===== config.mk =====
export PLATFORM = sky130hd
export DESIGN_NAME = fpu_result_merge
export DESIGN_NICKNAME = d
export VERILOG_FILES = /design/src/rtl/fpu_result_merge.sv
export SDC_FILE = /design/constraint.sdc
export NUM_CORES = 1
export LEC_CHECK = 0
export BUFFER_PORTS_ARGS = -buffer_cell sky130_fd_sc_hd__buf_4
export CAP_MARGIN = 20
export CORE_UTILIZATION = 39
export DETAILED_ROUTE_END_ITERATION = 16
export PLACE_DENSITY = 0.69
export SLEW_MARGIN = 20
export SYNTH_ARGS = -nofsm -noshare
export SYNTH_HDL_FRONTEND = slang
export SYNTH_SLANG_ARGS = --single-unit

===== constraint.sdc =====
create_clock -name clk -period 4.65 [get_ports clk]
set_clock_uncertainty 0.05 [all_clocks]
set_input_delay 0.465 -clock clk [delete_from_list [all_inputs] [get_ports clk]]
set_output_delay 0.465 -clock clk [all_outputs]
set_load 0.005 [all_outputs]

===== src/rtl/fpu_result_merge.sv =====
// FPU add/sub output stage: aligns issue-time sideband with the exception classifier
// verdict, queues it in order, and merges it with the adder datapath result.
module fpu_result_merge #(
    parameter int WIDTH       = 32,
    parameter int EXP_BITS    = 8,
    parameter int MANT_BITS   = 23,
    parameter int EXC_LATENCY = 2,
    parameter int DEPTH       = 4
) (
    input  logic                         clk,
    input  logic                         arst_n,
    input  logic                         in_valid,
    input  logic [WIDTH-1:0]             a,
    input  logic [WIDTH-1:0]             b,
    input  logic                         operation_select,
    input  logic [2:0]                   exception_flag,
    input  logic [WIDTH-2:0]             copied_operand,
    input  logic                         dp_valid,
    input  logic [WIDTH-1:0]             dp_result,
    input  logic                         clr_err,
    output logic                         out_valid,
    output logic [WIDTH-1:0]             result,
    output logic [2:0]                   result_flag,
    output logic [$clog2(DEPTH):0]       fifo_count,
    output logic                         err_overflow,
    output logic                         err_underflow
);

    localparam int PW = $clog2(DEPTH);
    localparam int CW = PW + 1;
    localparam logic [CW-1:0] FULL_COUNT = CW'(DEPTH);

    typedef enum logic [2:0] {
        FLAG_NONE          = 3'b000,
        FLAG_NAN           = 3'b001,
        FLAG_COPY_A        = 3'b010,
        FLAG_COPY_B        = 3'b011,
        FLAG_FIN_MIN_INF   = 3'b100,
        FLAG_ZERO_MIN_ZERO = 3'b101,
        FLAG_ZERO_MIN_SOME = 3'b110,
        FLAG_SUB_SAME_VAL  = 3'b111
    } flag_e;

    // Delay-line entry layout: {valid, a_sign, b_sign, op, a_inf}
    logic [4:0]          dly_q [EXC_LATENCY];
    logic                a_inf;
    logic [4:0]          tail;
    logic                push_req;

    logic [2:0]          mem_flag [DEPTH];
    logic [WIDTH-2:0]    mem_copy [DEPTH];
    logic [3:0]          mem_side [DEPTH];
    logic [PW-1:0]       wr_ptr;
    logic [PW-1:0]       rd_ptr;
    logic                empty;
    logic                full;
    logic                do_push;
    logic                do_pop;

    logic [2:0]          h_flag;
    logic [WIDTH-2:0]    h_copy;
    logic                h_sa;
    logic                h_sb;
    logic                h_op;
    logic                h_ainf;
    logic [2:0]          sel_flag;
    logic [WIDTH-1:0]    merged;

    assign a_inf    = (&a[WIDTH-2 -: EXP_BITS]) && ~(|a[MANT_BITS-1:0]);
    assign tail     = dly_q[EXC_LATENCY-1];
    assign push_req = tail[4];

    always_ff @(posedge clk or negedge arst_n) begin
        if (!arst_n) begin
            for (int i = 0; i < EXC_LATENCY; i++) dly_q[i] <= '0;
        end else begin
            dly_q[0] <= {in_valid, a[WIDTH-1], b[WIDTH-1], operation_select, a_inf};
            for (int i = 1; i < EXC_LATENCY; i++) dly_q[i] <= dly_q[i-1];
        end
    end

    assign empty = (fifo_count == '0);
    assign full  = (fifo_count == FULL_COUNT);
    // A full FIFO still accepts a record when the head leaves in the same cycle
    assign do_pop  = dp_valid && !empty;
    assign do_push = push_req && (!full || do_pop);

    always_ff @(posedge clk) begin
        if (do_push) begin
            mem_flag[wr_ptr] <= exception_flag;
            mem_copy[wr_ptr] <= copied_operand;
            mem_side[wr_ptr] <= tail[3:0];
        end
    end

    always_ff @(posedge clk or negedge arst_n) begin
        if (!arst_n) begin
            wr_ptr     <= '0;
            rd_ptr     <= '0;
            fifo_count <= '0;
        end else begin
            if (do_push) wr_ptr <= wr_ptr + PW'(1);
            if (do_pop)  rd_ptr <= rd_ptr + PW'(1);
            if (do_push && !do_pop)      fifo_count <= fifo_count + CW'(1);
            else if (do_pop && !do_push) fifo_count <= fifo_count - CW'(1);
        end
    end

    assign h_flag = mem_flag[rd_ptr];
    assign h_copy = mem_copy[rd_ptr];
    assign {h_sa, h_sb, h_op, h_ainf} = mem_side[rd_ptr];
    // An underflowing pop has no record, so it falls through to the raw datapath result
    assign sel_flag = empty ? FLAG_NONE : h_flag;

    always_comb begin
        merged = dp_result;
        unique case (flag_e'(sel_flag))
            FLAG_NONE:          merged = dp_result;
            FLAG_NAN:           merged = {1'b0, {EXP_BITS{1'b1}}, 1'b1, {(MANT_BITS-1){1'b0}}};
            FLAG_COPY_A:        merged = h_ainf ? {h_sa, {EXP_BITS{1'b1}}, {MANT_BITS{1'b0}}}
                                                : {h_sa, h_copy};
            FLAG_COPY_B:        merged = {h_sb, h_copy};
            FLAG_FIN_MIN_INF:   merged = {~h_sb, {EXP_BITS{1'b1}}, {MANT_BITS{1'b0}}};
            FLAG_ZERO_MIN_ZERO: merged = {(h_op ? (h_sa & ~h_sb) : (h_sa & h_sb)), {(WIDTH-1){1'b0}}};
            FLAG_ZERO_MIN_SOME: merged = {~h_sb, h_copy};
            FLAG_SUB_SAME_VAL:  merged = '0;
            default:            merged = dp_result;
        endcase
    end

    always_ff @(posedge clk or negedge arst_n) begin
        if (!arst_n) begin
            out_valid     <= 1'b0;
            result        <= '0;
            result_flag   <= '0;
            err_overflow  <= 1'b0;
            err_underflow <= 1'b0;
        end else begin
            out_valid <= dp_valid;
            if (dp_valid) begin
                result      <= merged;
                result_flag <= sel_flag;
            end
            err_overflow  <= (err_overflow && !clr_err) || (push_req && full && !dp_valid);
            err_underflow <= (err_underflow && !clr_err) || (dp_valid && empty);
        end
    end

endmodule


==> metrics.txt, run 1 <==
vias per cell=5.19; post_cts resized=0; CTS tree=yes; outcome=finished with violations; die height=145 um; initial antenna violation count=0; GR Util met2=29.6%; H-tree lvl count=1; first-pass GRT wire length=27.1 mm; Arr. time, crit path=3540 ps; DRT Pass-1 Iters=4; Via Count=4452; Synth area leaders=edfxtp_1 (57%), dfrtp_1 (17%), mux4_2 (10%), a221o_1 (2.8%), nor2b_1 (1.8%); routability cong.=0.743; post-synth cell types=40; RSZ-0062 raised after global routing=no; normalized max-slew margin=25.6%; # Max-Cap Violations=0; Critical Path RT=4910 ps; HPWL after DPL=10.6 mm; Crit Path Category=flop to flop; Rows=52; Pwr Density=606 nW/um^2; global-route usage over all layers=16.7%; crit share post-route=70.4%; fin crit period=3280 ps; Post-Syn Instances=420; Leak=3.82 nW; pin count of the biggest net entering global routing=56; Clock Tree Root=clkbuf_16; io pins=177; Initial Util=39.7%; Setup TNS Final=0 ps; Critical Path Max Stage Delay=870 ps; Nets=714; IO buf count=145; VDD IR max=0.264 mV; syn nets=562; Main synth FF type=edfxtp_1; Post-CTS Setup Bufs=0; worst hold margin=-11.6 ps; final hold vios=7; Final setup violation count=0; fillers=1723; clk sinks=207; gr ovfl total=0; cts hold-fix bufs=0; core area=20200 um^2; Cell Area, Placed=9340 um^2; Critical Path Source=rd_ptr[0]; met3 Use GR=3.49%; worst-margin pin slew=1110 ps; Remaining DRCs=0; crit path max fanout=31; drt wl/cell=20.2 um; Post-DRT Antenna Nets=0; 1st-iter DRT viols=279; n_diodes=0; Reg clk slew, reported paths=60 ps; part of the Yosys area used for sequential elements=74.2%; Startpoint Class=flop; gr busiest metal=met2; Die Area=21100 um^2; failing checks=negative hold slack; commonest non-fill, non-tap cell in the layout=edfxtp_1; top cell type's share of synthesized area=57.0%; Synth Cell Area=8010 um^2; fin. max-slew vios=0; crit-path cells=mux4_2 > or2_4 > nand2b_4 > a21oi_4 > a221oi_1; Final Cell Area=10000 um^2; number of synthesized flops with an enable pin=152; asr flop ratio synth=26.6%; vias in the first global route=4954; R2R Path Start=rd_ptr[0]; Hold Path Class=input pin to asynchronous set/reset pin; DIE WIDTH=145 um; Area Growth Syn to Fin=25.5%; Clock Latency Late Sink=490 ps; fraction of layout cells with a size suffix above 1=39.5%; crit end category=flop; Seq cells post-synth=207; CTS Buf Count=22; mean post-synth cell area=19.1 um^2; Max Freq=305 MHz; routed wire length=17.3 mm; CP max stage cell=a21oi_4; commonest cells after routing, fill and taps aside=edfxtp_1 (152), buf_4 (149), dfrtp_1 (53); synth warn=0; met1 GRT Util=20.3%; maximum root-to-sink buffer count=3; post-synth top area cell=edfxtp_1
==> where the power goes <==
group          total (mW)  switching [mW]  internal [mW]
combinational        1.73           0.846          0.884
sequential           2.68           0.230           2.45
clock                1.68           0.687          0.992
total                6.09            1.76           4.33
==> area by class of cell <==
type / count / area, um^2 / share of cell area (%)
clock buffers: 28 / 614 / 6.11
inverters: 18 / 67.6 / 0.672
flip-flops and latches: 207 / 5940 / 59.1
clock inverters: 12 / 93.8 / 0.934
well taps: 270 / 338 / 3.36
multi-input cells: 174 / 1870 / 18.6
repair buffers: 149 / 1120 / 11.1
==> sequential cells by signal, summed over array words and instances, names as in the netlist, 2 cells and up <==
name	count
mem_flag	12
result_flag	3
rd_ptr	2
tail	5
wr_ptr	2
fifo_count	3
dly_q	5
mem_copy	124
mem_side	16
result	32
==> path summary, 6_finish.rpt <==
path,to,slack (ps),cells after the start
setup / recovery,result[29],1370,5
hold / removal,result[28],-10,1
setup reg to reg,result[29],1370,5
hold reg to reg,tail[1],300,0
max in group asynchronous,rd_ptr[1],3980,1
min in group clk,dly_q[8],30,1
==> per-layer routing <==
| layer | vias to the layer above | wire (um) |
|---|---|---|
| li1 | 1976 | - |
| met1 | 2311 | 6990 |
| met3 | 33 | 957 |
| met2 | 132 | 8960 |
| met4 | 0 | 399 |
| met5 | - | 0 |
==> logic make-up (layout without fill, tap and decap cells) <==
family                   after synthesis  count (layout)  share of synthesized area [%]
AO/OA/AOI/OAI                         51              51                           5.33
AND/OR/NAND/NOR                       68              68                           5.00
flip-flops                           207             207                           74.2
multiplexers                          43              43                           11.2
buffers and inverters                 39             207                           2.58
adder cells (fa/ha/maj)                6               6                           1.03
XOR/XNOR                               6               6                          0.656
==> synthesized netlist by cell type, drive strengths merged, types with 9 or more instances <==
master  number
mux4        37
edfxtp     152
nor2b       24
nor2        12
a221oi      10
a221o       22
buf         11
inv         18
nand2        9
o21ai       13
dfrtp       55
clkbuf      10
==> critical path: cells and delay by family (launching register included) <==
family	cells	cell delay [ps]
and+or+nand+nor	2	480
AOI/OAI and AO/OA	2	1120
muxes	1	660
DFF	1	780
==> through the flow <==
step                util, %  std cells  worst slack [ps]  total power, mW
CTS                    49.8        858              1330             6.18
detailed placement     46.3        818              1360             4.48
floorplan                 -        420              2090             3.82
global placement       46.3        818              1490             4.40
finish                 49.8        858              1370             6.09
global route           49.8        858              1180             6.40
(Power assumes the default switching activity.)
==> inputs of run 2 (changes only) <==
Clock period 4.65 ns to 3.2 ns, I/O delays scaled along.
==> run 2 against run 1 <==
- the run now ends clean
- first-iteration DRC count shrank 5.7%
- combinational power grew 60%
- global-route usage grew 0.37 points
- total power grew 47%
- final area grew 6.9%
- critical path type unchanged
- highest routed layer unchanged
==> metrics.txt, run 2 (synthesis results as in run 1) <==
outcome=finished, final reports clean; vias per cell=5.05 (-2.8%); Reg clk slew, reported paths=60 ps (about the same); routability cong.=0.757 (+1.9%); first-pass GRT wire length=27.8 mm (+2.7%); cts hold-fix bufs=57 (+57); portion of total power attributed to combinational logic=30.9% (+2.5 points); pin count of the biggest net entering global routing=56 (unchanged); fin crit period=2580 ps (-693 ps); gr ovfl total=0 (unchanged); fin. max-slew vios=0 (unchanged); normalized max-slew margin=47.5% (+22 points); clock power share=26.6% (-1.0 points); Multi-input gate area=1870 um^2 (-0.20%); HPWL after DPL=11.3 mm (+6.6%); net switching fraction of the power=28.9% (-0.069 points); DRT Pass-1 Iters=4 (unchanged); Area Growth Syn to Fin=34.2%; Clock Latency Late Sink=490 ps (about the same); Int Pwr=6.38 mW (+47%); io pins=177 (unchanged); clk sinks=207 (unchanged); RSZ-0062 raised after global routing=no; CTS tree=yes; Net Switching=2.59 mW (+47%); Cell Area, Placed=9470 um^2 (+1.5%); commonest cells after routing, fill and taps aside=buf_4 (152), edfxtp_1 (152), dlygate4sd3_1 (58); global-route usage over all layers=17.1% (+0.37 points); Top Registers=mem_copy x124, result x32, mem_side x16; Die Area=21100 um^2 (unchanged); Final setup violation count=0 (unchanged); max reg flops=124 (unchanged); Hold Path Class=input pin to flop; n_diodes=0 (unchanged); Rows=52 (unchanged); Remaining DRCs=0 (unchanged); Post-CTS Setup Bufs=0 (unchanged); initial antenna violation count=0 (unchanged); crit share post-route=80.7% (+10 points); die height=145 um (unchanged); H-tree lvl count=1 (unchanged); fillers=1633 (-5.2%); crit path max fanout=14 (-55%); register area=5940 um^2 (unchanged); Final Cell Area=10700 um^2 (+6.9%); post_cts resized=0 (unchanged); core area=20200 um^2 (unchanged); Setup TNS Final=0 ps (unchanged); Pwr Density=835 nW/um^2 (+38%); CTS Buf Count=22 (unchanged); Clock Tree Root=clkbuf_16; DIE WIDTH=145 um (unchanged); Nets=781 (+9.4%); Startpoint Class=flop; drt wl/cell=19.0 um (-5.9%); worst-margin pin slew=787 ps (-327 ps); Post-DRT Antenna Nets=0 (unchanged); crit end category=flop; Crit Path Category=flop to flop; fraction of layout cells with a size suffix above 1=36.5% (-3.0 points); Leak=4.10 nW (+7.4%); final hold vios=0 (-7); # Max-Cap Violations=0 (unchanged); Flop pwr share=42.5% (-1.5 points); maximum root-to-sink buffer count=3 (unchanged); most flop-heavy register=mem_copy; Max Freq=387 MHz (+27%); IO buf count=145 (unchanged); Via Count=4667 (+4.8%); Initial Util=39.7% (unchanged); R2R setup slack=620 ps (-760 ps); routed wire length=17.6 mm (+1.5%); vias in the first global route=5114 (+3.2%); 1st-iter DRT viols=263 (-5.7%); Arr. time, crit path=2960 ps (-580 ps); Critical Path RT=3580 ps (-1330 ps); VDD IR max=0.373 mV (+41%)
[run 2: cell type report]
cell class | count | share of cell area, %
clock inverter | 14 | 0.920
timing repair buffer | 216 | 17.1
sequential | 207 | 55.3
clock buffer | 26 | 5.46
tap | 270 | 3.15
multi-input combinational | 174 | 17.4
inverter | 18 | 0.629
[run 2: final timing paths]
check,startpoint,endpoint,cells past startpoint
worst max-delay path,rd_ptr[0],result[12],5
min in group asynchronous,arst_n,result[28],2
max in group asynchronous,arst_n,rd_ptr[0],2
worst max register to register,rd_ptr[0],result[12],5
worst min-delay path,a[4],dly_q[5],4
worst min register to register,dly_q[6],tail[1],0
[run 2: through the flow]
step                      setup slack, ps  total power [mW]  util [%]  hold slack [ps]  instances
after floorplan                       782              5.54         -            -25.6        420
after global placement                375              6.50      46.9              294        826
after detailed placement              615              6.63      47.0              288        827
after CTS                             603              9.10      53.2             2.69        924
after global routing                  532              9.43      53.3             1.60        925
final                                 618              8.97      53.3             25.0        925
[run 2: per-layer routing]
| metal | vias up | part of all wire, % | global-route usage, % |
|---|---|---|---|
| met4 | 0 | 1.9 | 5.26 |
| met1 | 2394 | 42 | 21.0 |
| met2 | 130 | 51 | 30.4 |
| met5 | - | 0 | 0 |
| li1 | 2112 | - | - |
| met3 | 31 | 5.1 | 3.24 |
[run 2: power by group through the flow]
stage / combinational, mW / sequential, mW / clock (mW)
6_report: 2.77 / 3.81 / 2.38
5_1_grt: 3.00 / 3.88 / 2.55
4_1_cts: 2.83 / 3.82 / 2.44
3_5_place_dp: 2.76 / 3.87 / 0
3_3_place_gp: 2.68 / 3.82 / 0
2_1_floorplan: 1.74 / 3.81 / 0
[run 2: worst max-delay path: stages, from the launching register on]
cell     delay (ps)
dfrtp_2         480
mux4_2          610
nand2_1         320
nor3b_4         630
buf_8           250
a221o_1         170
